**src/rtl/riscv_ctrl_pkg.sv**
```systemverilog
// Shared types for the multicycle RISC-V controller:
// state enum, opcodes, mux/ALU encodings, control bundle.
package riscv_ctrl_pkg;

  typedef enum logic [3:0] {
    S_FETCH,
    S_DECODE,
    S_MEMADR,
    S_MEMREAD,
    S_MEMWB,
    S_MEMWRITE,
    S_EXECR,
    S_EXECI,
    S_ALUWB,
    S_BRANCH,
    S_JAL,
    S_TRAP
  } state_t;

  localparam logic [6:0] OP_LOAD   = 7'b0000011;
  localparam logic [6:0] OP_STORE  = 7'b0100011;
  localparam logic [6:0] OP_RTYPE  = 7'b0110011;
  localparam logic [6:0] OP_ITYPE  = 7'b0010011;
  localparam logic [6:0] OP_BRANCH = 7'b1100011;
  localparam logic [6:0] OP_JAL    = 7'b1101111;

  typedef enum logic [1:0] {
    ALU_ADD    = 2'b00,
    ALU_BRANCH = 2'b01,
    ALU_FUNCT  = 2'b10
  } alu_op_t;

  typedef enum logic [1:0] {
    RES_ALUOUT  = 2'b00,
    RES_MEMDATA = 2'b01,
    RES_ALU     = 2'b10
  } result_src_t;

  typedef enum logic [1:0] {
    SRCA_PC    = 2'b00,
    SRCA_OLDPC = 2'b01,
    SRCA_RS1   = 2'b10
  } src_a_t;

  typedef enum logic [1:0] {
    SRCB_RS2  = 2'b00,
    SRCB_IMM  = 2'b01,
    SRCB_FOUR = 2'b10
  } src_b_t;

  typedef struct packed {
    logic        pc_update;
    logic        branch;
    logic        adr_src;
    logic        mem_write;
    logic        ir_write;
    logic        reg_write;
    logic        instr_done;
    logic        illegal;
    result_src_t result_src;
    src_a_t      alu_src_a;
    src_b_t      alu_src_b;
    alu_op_t     alu_op;
  } ctrl_t;

  // DECODE dispatch; anything unsupported traps.
  function automatic state_t decode_op(
    input logic [6:0] op
  );
    state_t s;
    s = S_TRAP;
    unique case (1'b1)
      (op == OP_LOAD),
      (op == OP_STORE):  s = S_MEMADR;
      (op == OP_RTYPE):  s = S_EXECR;
      (op == OP_ITYPE):  s = S_EXECI;
      (op == OP_BRANCH): s = S_BRANCH;
      (op == OP_JAL):    s = S_JAL;
      default:           s = S_TRAP;
    endcase
    return s;
  endfunction

endpackage

```
**src/rtl/multicycle_controller_if.sv**
```systemverilog
// Controller <-> datapath bundle. master = controller,
// slave = datapath. mem_ready only with MULTICYCLE_MEM_WAIT_EN.
interface multicycle_controller_if;

  logic [6:0] op;
  logic [2:0] funct3;
  logic       zero;
`ifdef MULTICYCLE_MEM_WAIT_EN
  logic       mem_ready;
`endif
  logic       pc_write;
  logic       adr_src;
  logic       mem_write;
  logic       ir_write;
  logic [1:0] result_src;
  logic [1:0] alu_src_a;
  logic [1:0] alu_src_b;
  logic [1:0] alu_op;
  logic       reg_write;
  logic       instr_done;
  logic       illegal;

  modport master (
    input  op,
    input  funct3,
    input  zero,
`ifdef MULTICYCLE_MEM_WAIT_EN
    input  mem_ready,
`endif
    output pc_write,
    output adr_src,
    output mem_write,
    output ir_write,
    output result_src,
    output alu_src_a,
    output alu_src_b,
    output alu_op,
    output reg_write,
    output instr_done,
    output illegal
  );

  modport slave (
    output op,
    output funct3,
    output zero,
`ifdef MULTICYCLE_MEM_WAIT_EN
    output mem_ready,
`endif
    input  pc_write,
    input  adr_src,
    input  mem_write,
    input  ir_write,
    input  result_src,
    input  alu_src_a,
    input  alu_src_b,
    input  alu_op,
    input  reg_write,
    input  instr_done,
    input  illegal
  );

endinterface

```
**src/rtl/multicycle_ctrl_outdec.sv**
```systemverilog
// Pure state -> control decode (Moore part of the controller).
// in: state; out: ctrl bundle (ungated strobes).
module multicycle_ctrl_outdec
  import riscv_ctrl_pkg::*;
(
  input  state_t state,
  output ctrl_t  ctrl
);

  always_comb begin
    ctrl = '0;
    unique case (state)
      S_FETCH: begin
        ctrl.adr_src    = 1'b0;
        ctrl.ir_write   = 1'b1;
        ctrl.alu_src_a  = SRCA_PC;
        ctrl.alu_src_b  = SRCB_FOUR;
        ctrl.alu_op     = ALU_ADD;
        ctrl.result_src = RES_ALU;
        ctrl.pc_update  = 1'b1;
      end
      S_DECODE: begin
        ctrl.alu_src_a = SRCA_OLDPC;
        ctrl.alu_src_b = SRCB_IMM;
        ctrl.alu_op    = ALU_ADD;
      end
      S_MEMADR: begin
        ctrl.alu_src_a = SRCA_RS1;
        ctrl.alu_src_b = SRCB_IMM;
        ctrl.alu_op    = ALU_ADD;
      end
      S_MEMREAD: begin
        ctrl.adr_src    = 1'b1;
        ctrl.result_src = RES_ALUOUT;
      end
      S_MEMWB: begin
        ctrl.result_src = RES_MEMDATA;
        ctrl.reg_write  = 1'b1;
        ctrl.instr_done = 1'b1;
      end
      S_MEMWRITE: begin
        ctrl.adr_src    = 1'b1;
        ctrl.result_src = RES_ALUOUT;
        ctrl.mem_write  = 1'b1;
        ctrl.instr_done = 1'b1;
      end
      S_EXECR: begin
        ctrl.alu_src_a = SRCA_RS1;
        ctrl.alu_src_b = SRCB_RS2;
        ctrl.alu_op    = ALU_FUNCT;
      end
      S_EXECI: begin
        ctrl.alu_src_a = SRCA_RS1;
        ctrl.alu_src_b = SRCB_IMM;
        ctrl.alu_op    = ALU_FUNCT;
      end
      S_ALUWB: begin
        ctrl.result_src = RES_ALUOUT;
        ctrl.reg_write  = 1'b1;
        ctrl.instr_done = 1'b1;
      end
      S_BRANCH: begin
        ctrl.alu_src_a  = SRCA_RS1;
        ctrl.alu_src_b  = SRCB_RS2;
        ctrl.alu_op     = ALU_BRANCH;
        ctrl.result_src = RES_ALUOUT;
        ctrl.branch     = 1'b1;
        ctrl.instr_done = 1'b1;
      end
      S_JAL: begin
        ctrl.alu_src_a  = SRCA_OLDPC;
        ctrl.alu_src_b  = SRCB_FOUR;
        ctrl.alu_op     = ALU_ADD;
        ctrl.result_src = RES_ALUOUT;
        ctrl.pc_update  = 1'b1;
      end
      S_TRAP: begin
        ctrl.illegal = 1'b1;
      end
      default: ;
    endcase
  end

endmodule

```
**src/rtl/multicycle_controller.sv**
```systemverilog
// Multicycle RISC-V control FSM. Ports: clk, rst_n, bus (master).
// MULTICYCLE_MEM_WAIT_EN adds the mem_ready wait handshake.
module multicycle_controller
  import riscv_ctrl_pkg::*;
(
  input  logic                    clk,
  input  logic                    rst_n,
  multicycle_controller_if.master bus
);

  state_t state;
  state_t state_next;
  ctrl_t  ctrl;
  logic   stall;
  logic   take_br;
  logic   unused_funct3;

  // Only funct3[0] (beq/bne) matters here.
  assign unused_funct3 = ^bus.funct3[2:1];

`ifdef MULTICYCLE_MEM_WAIT_EN
  // Memory-facing states stretch until mem_ready.
  assign stall = !bus.mem_ready &&
                 (state == S_FETCH   ||
                  state == S_MEMREAD ||
                  state == S_MEMWRITE);
`else
  assign stall = 1'b0;
`endif

  always_ff @(posedge clk or negedge rst_n) begin
    if (!rst_n) begin
      state <= S_FETCH;
    end else begin
      state <= state_next;
    end
  end

  always_comb begin
    state_next = state;
    unique case (state)
      S_FETCH:    state_next = S_DECODE;
      S_DECODE:   state_next = decode_op(bus.op);
      S_MEMADR:   state_next = bus.op[5] ? S_MEMWRITE
                                         : S_MEMREAD;
      S_MEMREAD:  state_next = S_MEMWB;
      S_EXECR,
      S_EXECI,
      S_JAL:      state_next = S_ALUWB;
      S_MEMWB,
      S_MEMWRITE,
      S_ALUWB,
      S_BRANCH:   state_next = S_FETCH;
      S_TRAP:     state_next = S_TRAP;
      default:    state_next = S_FETCH;
    endcase
    if (stall) begin
      state_next = state;
    end
  end

  multicycle_ctrl_outdec u_outdec (
    .state (state),
    .ctrl  (ctrl)
  );

  // bne inverts the zero sense via funct3[0].
  assign take_br = ctrl.branch &
                   (bus.zero ^ bus.funct3[0]);

  always_comb begin
    bus.adr_src    = ctrl.adr_src;
    bus.result_src = ctrl.result_src;
    bus.alu_src_a  = ctrl.alu_src_a;
    bus.alu_src_b  = ctrl.alu_src_b;
    bus.alu_op     = ctrl.alu_op;
    bus.illegal    = ctrl.illegal;
    // Strobes: held off by a pending memory wait
    // and forced low while reset is asserted.
    bus.pc_write   = (ctrl.pc_update | take_br) &
                     !stall & rst_n;
    bus.ir_write   = ctrl.ir_write & !stall & rst_n;
    bus.mem_write  = ctrl.mem_write & !stall & rst_n;
    bus.instr_done = ctrl.instr_done & !stall & rst_n;
    bus.reg_write  = ctrl.reg_write & rst_n;
  end

endmodule

```
**src/flat_wrapper.sv**
```systemverilog
// flat-port wrapper written by rule: the top's interface ports become plain ports
module multicycle_controller_flat import riscv_ctrl_pkg::*;
  (clk, rst_n, bus_op, bus_funct3, bus_zero, bus_pc_write, bus_adr_src, bus_mem_write, bus_ir_write, bus_result_src, bus_alu_src_a, bus_alu_src_b, bus_alu_op, bus_reg_write, bus_instr_done, bus_illegal);
  multicycle_controller_if bus_i ();
  input  logic clk;
  input  logic rst_n;
  input wire logic [$bits(bus_i.op)-1:0] bus_op;
  input wire logic [$bits(bus_i.funct3)-1:0] bus_funct3;
  input wire logic [$bits(bus_i.zero)-1:0] bus_zero;
  output wire logic [$bits(bus_i.pc_write)-1:0] bus_pc_write;
  output wire logic [$bits(bus_i.adr_src)-1:0] bus_adr_src;
  output wire logic [$bits(bus_i.mem_write)-1:0] bus_mem_write;
  output wire logic [$bits(bus_i.ir_write)-1:0] bus_ir_write;
  output wire logic [$bits(bus_i.result_src)-1:0] bus_result_src;
  output wire logic [$bits(bus_i.alu_src_a)-1:0] bus_alu_src_a;
  output wire logic [$bits(bus_i.alu_src_b)-1:0] bus_alu_src_b;
  output wire logic [$bits(bus_i.alu_op)-1:0] bus_alu_op;
  output wire logic [$bits(bus_i.reg_write)-1:0] bus_reg_write;
  output wire logic [$bits(bus_i.instr_done)-1:0] bus_instr_done;
  output wire logic [$bits(bus_i.illegal)-1:0] bus_illegal;
  assign bus_i.op = bus_op;
  assign bus_i.funct3 = bus_funct3;
  assign bus_i.zero = bus_zero;
  assign bus_pc_write = bus_i.pc_write;
  assign bus_adr_src = bus_i.adr_src;
  assign bus_mem_write = bus_i.mem_write;
  assign bus_ir_write = bus_i.ir_write;
  assign bus_result_src = bus_i.result_src;
  assign bus_alu_src_a = bus_i.alu_src_a;
  assign bus_alu_src_b = bus_i.alu_src_b;
  assign bus_alu_op = bus_i.alu_op;
  assign bus_reg_write = bus_i.reg_write;
  assign bus_instr_done = bus_i.instr_done;
  assign bus_illegal = bus_i.illegal;
  multicycle_controller u_core (.clk(clk), .rst_n(rst_n), .bus(bus_i));
endmodule
```
**config.mk**
```make
export PLATFORM = sky130hd
export DESIGN_NAME = multicycle_controller_flat
export DESIGN_NICKNAME = d
export VERILOG_FILES = /design/src/rtl/riscv_ctrl_pkg.sv /design/src/rtl/multicycle_controller_if.sv /design/src/rtl/multicycle_ctrl_outdec.sv /design/src/rtl/multicycle_controller.sv /design/src/flat_wrapper.sv
export SDC_FILE = /design/constraint.sdc
export NUM_CORES = 1
export LEC_CHECK = 0
export ABC_AREA = 1
export CAP_MARGIN = 20
export CORE_MARGIN = 3
export CORE_UTILIZATION = 31
export CTS_CLUSTER_DIAMETER = 60
export DETAILED_ROUTE_END_ITERATION = 10
export PLACE_DENSITY = 0.81
export SLEW_MARGIN = 15
export SYNTH_ARGS = -nofsm -noshare
export SYNTH_HDL_FRONTEND = slang
export SYNTH_SLANG_ARGS = --single-unit
```
**constraint.sdc**
```tcl
create_clock -name clk -period 1.1 [get_ports clk]
set_input_delay 0.33 -clock clk [delete_from_list [all_inputs] [get_ports clk]]
set_output_delay 0.33 -clock clk [all_outputs]
set_load 0.03 [all_outputs]
```
==> results of run 1 <==
-- power groups by stage --
stage,clock network [mW],logic [mW],registers (mW)
floorplan,0,1.44,0.336
global placement,0,2.41,0.313
detailed placement,0,2.46,0.318
CTS,0.218,2.82,0.324
global route,0.228,3.47,0.363
finish,0.211,3.27,0.358
-- worst register-to-register path: stages, from the launching register on --
cell     delay, ps
dfrtp_2        450
inv_4          100
nand2_4         60
buf_6          120
nor2_4         110
buf_4          160
nand2_1         70
nand2_1        100
-- through the flow --
| stage | setup slack [ps] | power, mW | area [µm²] | hold WS (ps) | utilization |
|---|---|---|---|---|---|
| finish | -601 | 3.84 | 1170 | 230 | 0.881 |
| global route | -636 | 4.06 | 1170 | 229 | 0.881 |
| CTS | -559 | 3.36 | 1070 | 195 | 0.801 |
| detailed placement | -619 | 2.77 | 926 | 711 | 0.694 |
| global placement | -571 | 2.72 | 926 | 707 | 0.694 |
| floorplan | -301 | 1.78 | 552 | 34.4 | - |
-- cells by family (layout without fill, tap and decap cells) --
logic type,after synthesis,count (layout),synth area share
DFF,4,4,0.223
and+or+nand+nor,60,60,0.613
AOI/OAI and AO/OA,1,1,0.0139
buffers and inverters,18,71,0.150
-- worst max-delay path by stage --
stage                     from       endpoint  slack, ps  cells after the start
2_1_floorplan  u_core.state[0]   bus_pc_write       -300                      5
3_3_place_gp          bus_zero   bus_pc_write       -570                      8
3_5_place_dp          bus_zero   bus_pc_write       -620                      8
4_1_cts        u_core.state[1]   bus_pc_write       -560                      8
5_1_grt        u_core.state[1]   bus_pc_write       -640                      8
6_report       u_core.state[1]  bus_mem_write       -600                      7
-- layer usage --
layer / GRT usage / up-vias
met5: 0 / -
met4: 0.102 / 0
met3: 0.0163 / 4
met2: 0.404 / 23
met1: 0.213 / 335
li1: - / 355
-- cell type report --
type                       count  share of cell area
tap                           15              0.0160
inverter                      18              0.0660
multi-input combinational     61               0.416
clock buffer                   4              0.0224
sequential                     4              0.0873
timing repair buffer          49               0.392
-- what timing repair did --
item                       CTS  global route
setup buffers                3             4
gates resized for setup     30            28
pin swaps                    6             6
setup endpoints to repair   19            19
-- cells in the final DEF, fill, tap and decap left out --
cell | netlist | layout
clkdlybuf4s50_1 | 0 | 7
dlymetal6s2s_1 | 0 | 1
nor3_4 | 0 | 1
inv_1 | 10 | 6
nand3_2 | 1 | 4
nor2_1 | 14 | 6
nand2_8 | 0 | 1
clkbuf_1 | 0 | 1
dfrtp_1 | 4 | 2
clkbuf_4 | 0 | 3
nand2_2 | 5 | 10
dfrtp_2 | 0 | 2
nor2_4 | 1 | 9
nand2_1 | 26 | 13
buf_4 | 0 | 21
dlygate4sd2_1 | 0 | 2
o22ai_1 | 1 | 1
inv_2 | 8 | 8
nand2_4 | 0 | 7
inv_4 | 0 | 4
nand3_1 | 7 | 2
nand3b_1 | 1 | 1
nor4_4 | 0 | 1
nor2_2 | 3 | 3
nand3_4 | 0 | 2
buf_6 | 0 | 18
==> results by group, run 1 <==
Setup path
  • Data arrival time of the critical path: 1370 ps
  • Worst R2R Setup Slack: -160 ps
  • CP max stage cell: dfrtp_2
  • Largest stage delay on the critical path: 450 ps
  • Worst Path Max Fanout: 4
  • Crit end category: output pin
  • Endpoint of the lowest-slack register-to-register path: u_core.state[3]
  • Required time at the worst-slack endpoint: 770 ps
  • Startpoint of the worst register-to-register path: u_core.state[1]
  • Cell-by-cell listing of the critical path: inv_4 -> nand2_4 -> inv_4 -> buf_4 -> nand2_4 -> nor2_4 -> buf_6
  • R2R cell count: 7
  • Setup Crit Path Kind: register to output pin
  • Top delay family on crit path: flip-flops
  • Category of the worst setup path launch point: register
  • Buffer and inverter count on the worst path: 4

Power
  • Clock Power Share: 0.055
  • Leakage power: 0.643 nW
  • Worst vdd ir: 2.03 mV
  • Sequential share of power: 0.093
  • Power spent charging and discharging nets: 1.99 mW
  • Internal: 1.85 mW
  • Power per Cell Area: 3270 nW/µm²
  • Share of power burned in combinational logic: 0.852
  • Switching part of the total: 0.519

Synth
  • Synth warn: 0
  • Mean post-synth cell area: 5.41 µm²
  • Most numerous cell in the Yosys netlist: nand2_1
  • Share of the synthesized area in the top cell type: 0.223
  • Post-synthesis cell count: 83
  • Post-synth cell types: 14
  • Synth area leaders: dfrtp_1, nand2_1, nor2_1
  • Post-synthesis instance area: 449 µm²
  • Commonest cells in the netlist: nand2_1, nor2_1, inv_1
  • Top_reg_cell synth: dfrtp_1
  • Number of synthesized register bits: 4
  • Share of async-settable or async-resettable flops after synthesis: 1.00
  • Synth Net Count: 96
  • Number of synthesized flops with an enable pin: 0
  • Largest area contributor in the netlist: dfrtp_1
  • Proportion of synthesized chip area in sequential cells: 0.223

CTS
  • Worst-case clock buffer depth: 2
  • Hold-fix buffers at CTS: 0
  • CTS Root Cell: clkbuf_4
  • Worst-Skew Late Latency: 250 ps
  • Clock-pin slew of the registers on the worst-case setup and hold paths: 50 ps
  • TritonCTS Sinks: 4
  • Total CTS buffers: 3
  • Clock tree from TritonCTS: yes
  • H-tree depth: 1

Drt
  • Number of DRC violations after detailed routing: 0
  • Number of antenna-violating nets in the routed design: 0
  • Initial DRT Pass Iterations: 4
  • Routed vias/inst: 4.75
  • Wire length on met2: 1180 µm
  • DRT iter0 DRCs: 4
  • Total via count after detailed routing: 717
  • WL/cell: 13.9 µm
  • Wire length on met3: 71 µm
  • Final WL: 2100 µm
  • Met1 Wirelength: 807 µm
  • Top metal layer carrying routed signals: met4

Floorplan
  • IO Pins: 28
  • Initial Util: 0.337
  • Floorplan row count: 13
  • Area of the placeable core: 1330 µm²
  • Chip Width: 44.1 µm
  • Die Ht: 44.1 µm
  • Die Outline Area: 1940 µm²

Placement
  • Final HPWL DP: 1240 µm
  • Placed cells: 142
  • Number of port buffers: 25
  • Routability Congestion: 0.765

Finish
  • Final antenna diode count: 0
  • Area of the multi-input gates: 489 µm²
  • Flip-flop count of the largest register after layout: 4
  • Register with the most flip-flops: u_core.state
  • Layout cell share with drive strength beyond 1: 0.691
  • Largest regs: u_core.state x4
  • Layout filler cell count: 66
  • FF+latch area: 103 µm²
  • Count of non-filler cells in the finished layout: 151
  • Total number of nets in the final design: 150
  • P&R area growth vs syn: 162%

STA
  • Max Clock Freq: 0.588 GHz
  • RSZ-0062 raised after global routing: true
  • Worst clock skew: 14.6 ps
  • Final critical-path setup slack: -601 ps
  • Worst slew slack as a fraction of its limit: 0.847
  • Max-slew violations: 0
  • Total Negative Setup Slacks: -8510 ps
  • Final hold violations: 0
  • Setup Viol. Count Final: 19
  • Transition at the pin with the smallest max-transition slack: 230 ps
  • Min Tclk post-route: 1700 ps
  • Post-route fraction of the period consumed by the critical path: 1.55

GRT
  • Number of global-route vias before repair: 737
  • Initial antenna violation count: 0
  • First-pass GRT wire length: 3020 µm
  • Global-route usage over all layers: 0.206
  • Pin count of the biggest net entering global routing: 7
  • Remaining global-route overflow: 0

Hold path
  • Type of the worst min-delay path: primary input to asynchronous set/reset pin

Run status
  • Status: finished with violations
  • Violations in the final reports: setup timing

Flow run
  • Number of maximum-capacitance constraint violations: 0
No activity file was read; power rests on OpenSTA's default activity.
==> inputs of run 2 (changes only) <==
==> constraint.sdc (replaced) <==
create_clock -name clk -period 1.1 [get_ports clk]
set_input_delay 0.33 -clock clk [delete_from_list [all_inputs] [get_ports clk]]
set_output_delay 0.33 -clock clk [all_outputs]
set_load 0.01 [all_outputs]
==> results by group, run 2 (same netlist as run 1, synthesis figures left out) <==
Run status
  • Status: finished with violations
  • Violations in the final reports: setup timing

Setup path
  • Setup Crit Path Kind: register to output pin
  • Startpoint of the worst register-to-register path: u_core.state[1]
  • R2R cell count: 8 (+1)
  • Worst R2R Setup Slack: -180 ps (-20 ps)
  • Worst Path Max Fanout: 3 (-1)
  • Data arrival time of the critical path: 1330 ps (-40 ps)
  • Required time at the worst-slack endpoint: 770 ps (about the same)
  • Endpoint of the lowest-slack register-to-register path: u_core.state[1]
  • Crit end category: output pin
  • Category of the worst setup path launch point: register

GRT
  • Global-route usage over all layers: 0.195 (-0.0114)
  • First-pass GRT wire length: 2690 µm (-11%)
  • Pin count of the biggest net entering global routing: 7 (unchanged)
  • Initial antenna violation count: 0 (unchanged)
  • Remaining global-route overflow: 0 (unchanged)
  • Number of global-route vias before repair: 666 (-9.6%)

CTS
  • TritonCTS Sinks: 4 (unchanged)
  • Clock tree from TritonCTS: yes
  • H-tree depth: 1 (unchanged)
  • Clock-pin slew of the registers on the worst-case setup and hold paths: 40 ps (about the same)
  • CTS Root Cell: clkbuf_4
  • Hold-fix buffers at CTS: 0 (unchanged)
  • Worst-Skew Late Latency: 250 ps (about the same)
  • Total CTS buffers: 3 (unchanged)
  • Worst-case clock buffer depth: 2 (unchanged)

STA
  • Final hold violations: 0 (unchanged)
  • Transition at the pin with the smallest max-transition slack: 219 ps (-11.0 ps)
  • Min Tclk post-route: 1660 ps (-41.9 ps)
  • Post-route fraction of the period consumed by the critical path: 1.51 (-0.0381)
  • Worst slew slack as a fraction of its limit: 0.853 (+0.00600)
  • Setup Viol. Count Final: 19 (unchanged)
  • RSZ-0062 raised after global routing: true
  • Worst clock skew: 4.62 ps (-9.98 ps)
  • Max Clock Freq: 0.603 GHz (+2.5%)
  • Max-slew violations: 0 (unchanged)
  • Final critical-path setup slack: -559 ps (+41.9 ps)

Floorplan
  • Floorplan row count: 13 (unchanged)
  • Die Outline Area: 1940 µm² (unchanged)
  • Initial Util: 0.337 (unchanged)
  • IO Pins: 28 (unchanged)
  • Die Ht: 44.1 µm (unchanged)
  • Chip Width: 44.1 µm (unchanged)
  • Area of the placeable core: 1330 µm² (unchanged)

Drt
  • Number of antenna-violating nets in the routed design: 0 (unchanged)
  • Final WL: 1850 µm (-12%)
  • Routed vias/inst: 4.57 (-3.8%)
  • Initial DRT Pass Iterations: 2 (-2)
  • Number of DRC violations after detailed routing: 0 (unchanged)
  • Total via count after detailed routing: 685 (-4.5%)
  • WL/cell: 12.3 µm (-11%)
  • DRT iter0 DRCs: 2 (-2)

Finish
  • Total number of nets in the final design: 149 (-0.67%)
  • Layout cell share with drive strength beyond 1: 0.637 (-0.0541)
  • P&R area growth vs syn: 132%
  • Largest regs: u_core.state x4
  • Final antenna diode count: 0 (unchanged)
  • Flip-flop count of the largest register after layout: 4 (unchanged)
  • Commonest non-fill, non-tap cells in the layout: buf_4, nand2_1, buf_6
  • Commonest non-fill, non-tap cell in the layout: buf_4
  • Register with the most flip-flops: u_core.state
  • Count of non-filler cells in the finished layout: 150 (-0.66%)

Power
  • Worst vdd ir: 1.85 mV (-8.7%)
  • Leakage power: 0.621 nW (-3.4%)
  • Power per Cell Area: 2890 nW/µm² (-12%)

Flow run
  • Number of maximum-capacitance constraint violations: 0 (unchanged)

Placement
  • Number of port buffers: 25 (unchanged)
  • Routability Congestion: 0.770 (+0.75%)
  • Placed cells: 135 (-4.9%)
  • Final HPWL DP: 1080 µm (-13%)
  • DP Worst Slack: -983 ps (-364 ps)

Hold path
  • Type of the worst min-delay path: primary input to asynchronous set/reset pin
-- run 2: where the power goes --
group	switching, mW	internal (mW)	total, mW
registers	0.113	0.226	0.338
logic	1.23	1.23	2.46
clock network	0.0767	0.137	0.214
total	1.42	1.59	3.02
-- run 2: per-stage QoR --
step	TNS, ps	util	instance area (µm²)	total power, mW	hold slack, ps
after global routing	-9140	0.782	1040	3.22	189
after CTS	-6870	0.709	946	2.61	159
after detailed placement	-11340	0.618	825	2.03	682
after global placement	-11160	0.618	825	2.00	690
final	-7970	0.782	1040	3.02	192
after floorplan	-860	-	465	1.14	34.4
-- run 2: final cells by class --
class,count,area [µm²]
multi-input cells,61,414
repair buffers,48,409
fillers,89,290
flip-flops and latches,4,103
inverters,18,72.6
clock buffers,4,26.3
well taps,15,18.8
-- run 2: how the worst max path moves through the flow --
stage	startpoint	end	slack (ps)
final	u_core.state[1]	bus_pc_write	-560
after global routing	u_core.state[1]	bus_pc_write	-620
after CTS	u_core.state[3]	bus_pc_write	-530
after detailed placement	bus_zero	bus_pc_write	-980
after global placement	bus_zero	bus_pc_write	-940
after floorplan	u_core.state[1]	bus_pc_write	-170
-- run 2: routing by layer --
layer  wire (µm)  GRT usage
met1         715      0.190
met3          78     0.0528
met4          70      0.127
met2         987      0.355
met5           0          0
-- run 2: critical path, stage by stage (launching register included) --
cell and delay, ps:
dfrtp_1 400, inv_2 110, nand2_2 90, inv_2 100
nand2_4 60, nor2_4 80, nor2_2 40, nor2_2 60
buf_2 130
-- run 2: timing repair --
item | 4_1_cts | 5_1_grt
endpoints found under the setup margin | 19 | 19
setup buffers | 7 | 4
pin swaps | 11 | 6
endpoints found under the hold margin | 0 | 0
resized for setup | 96 | 17
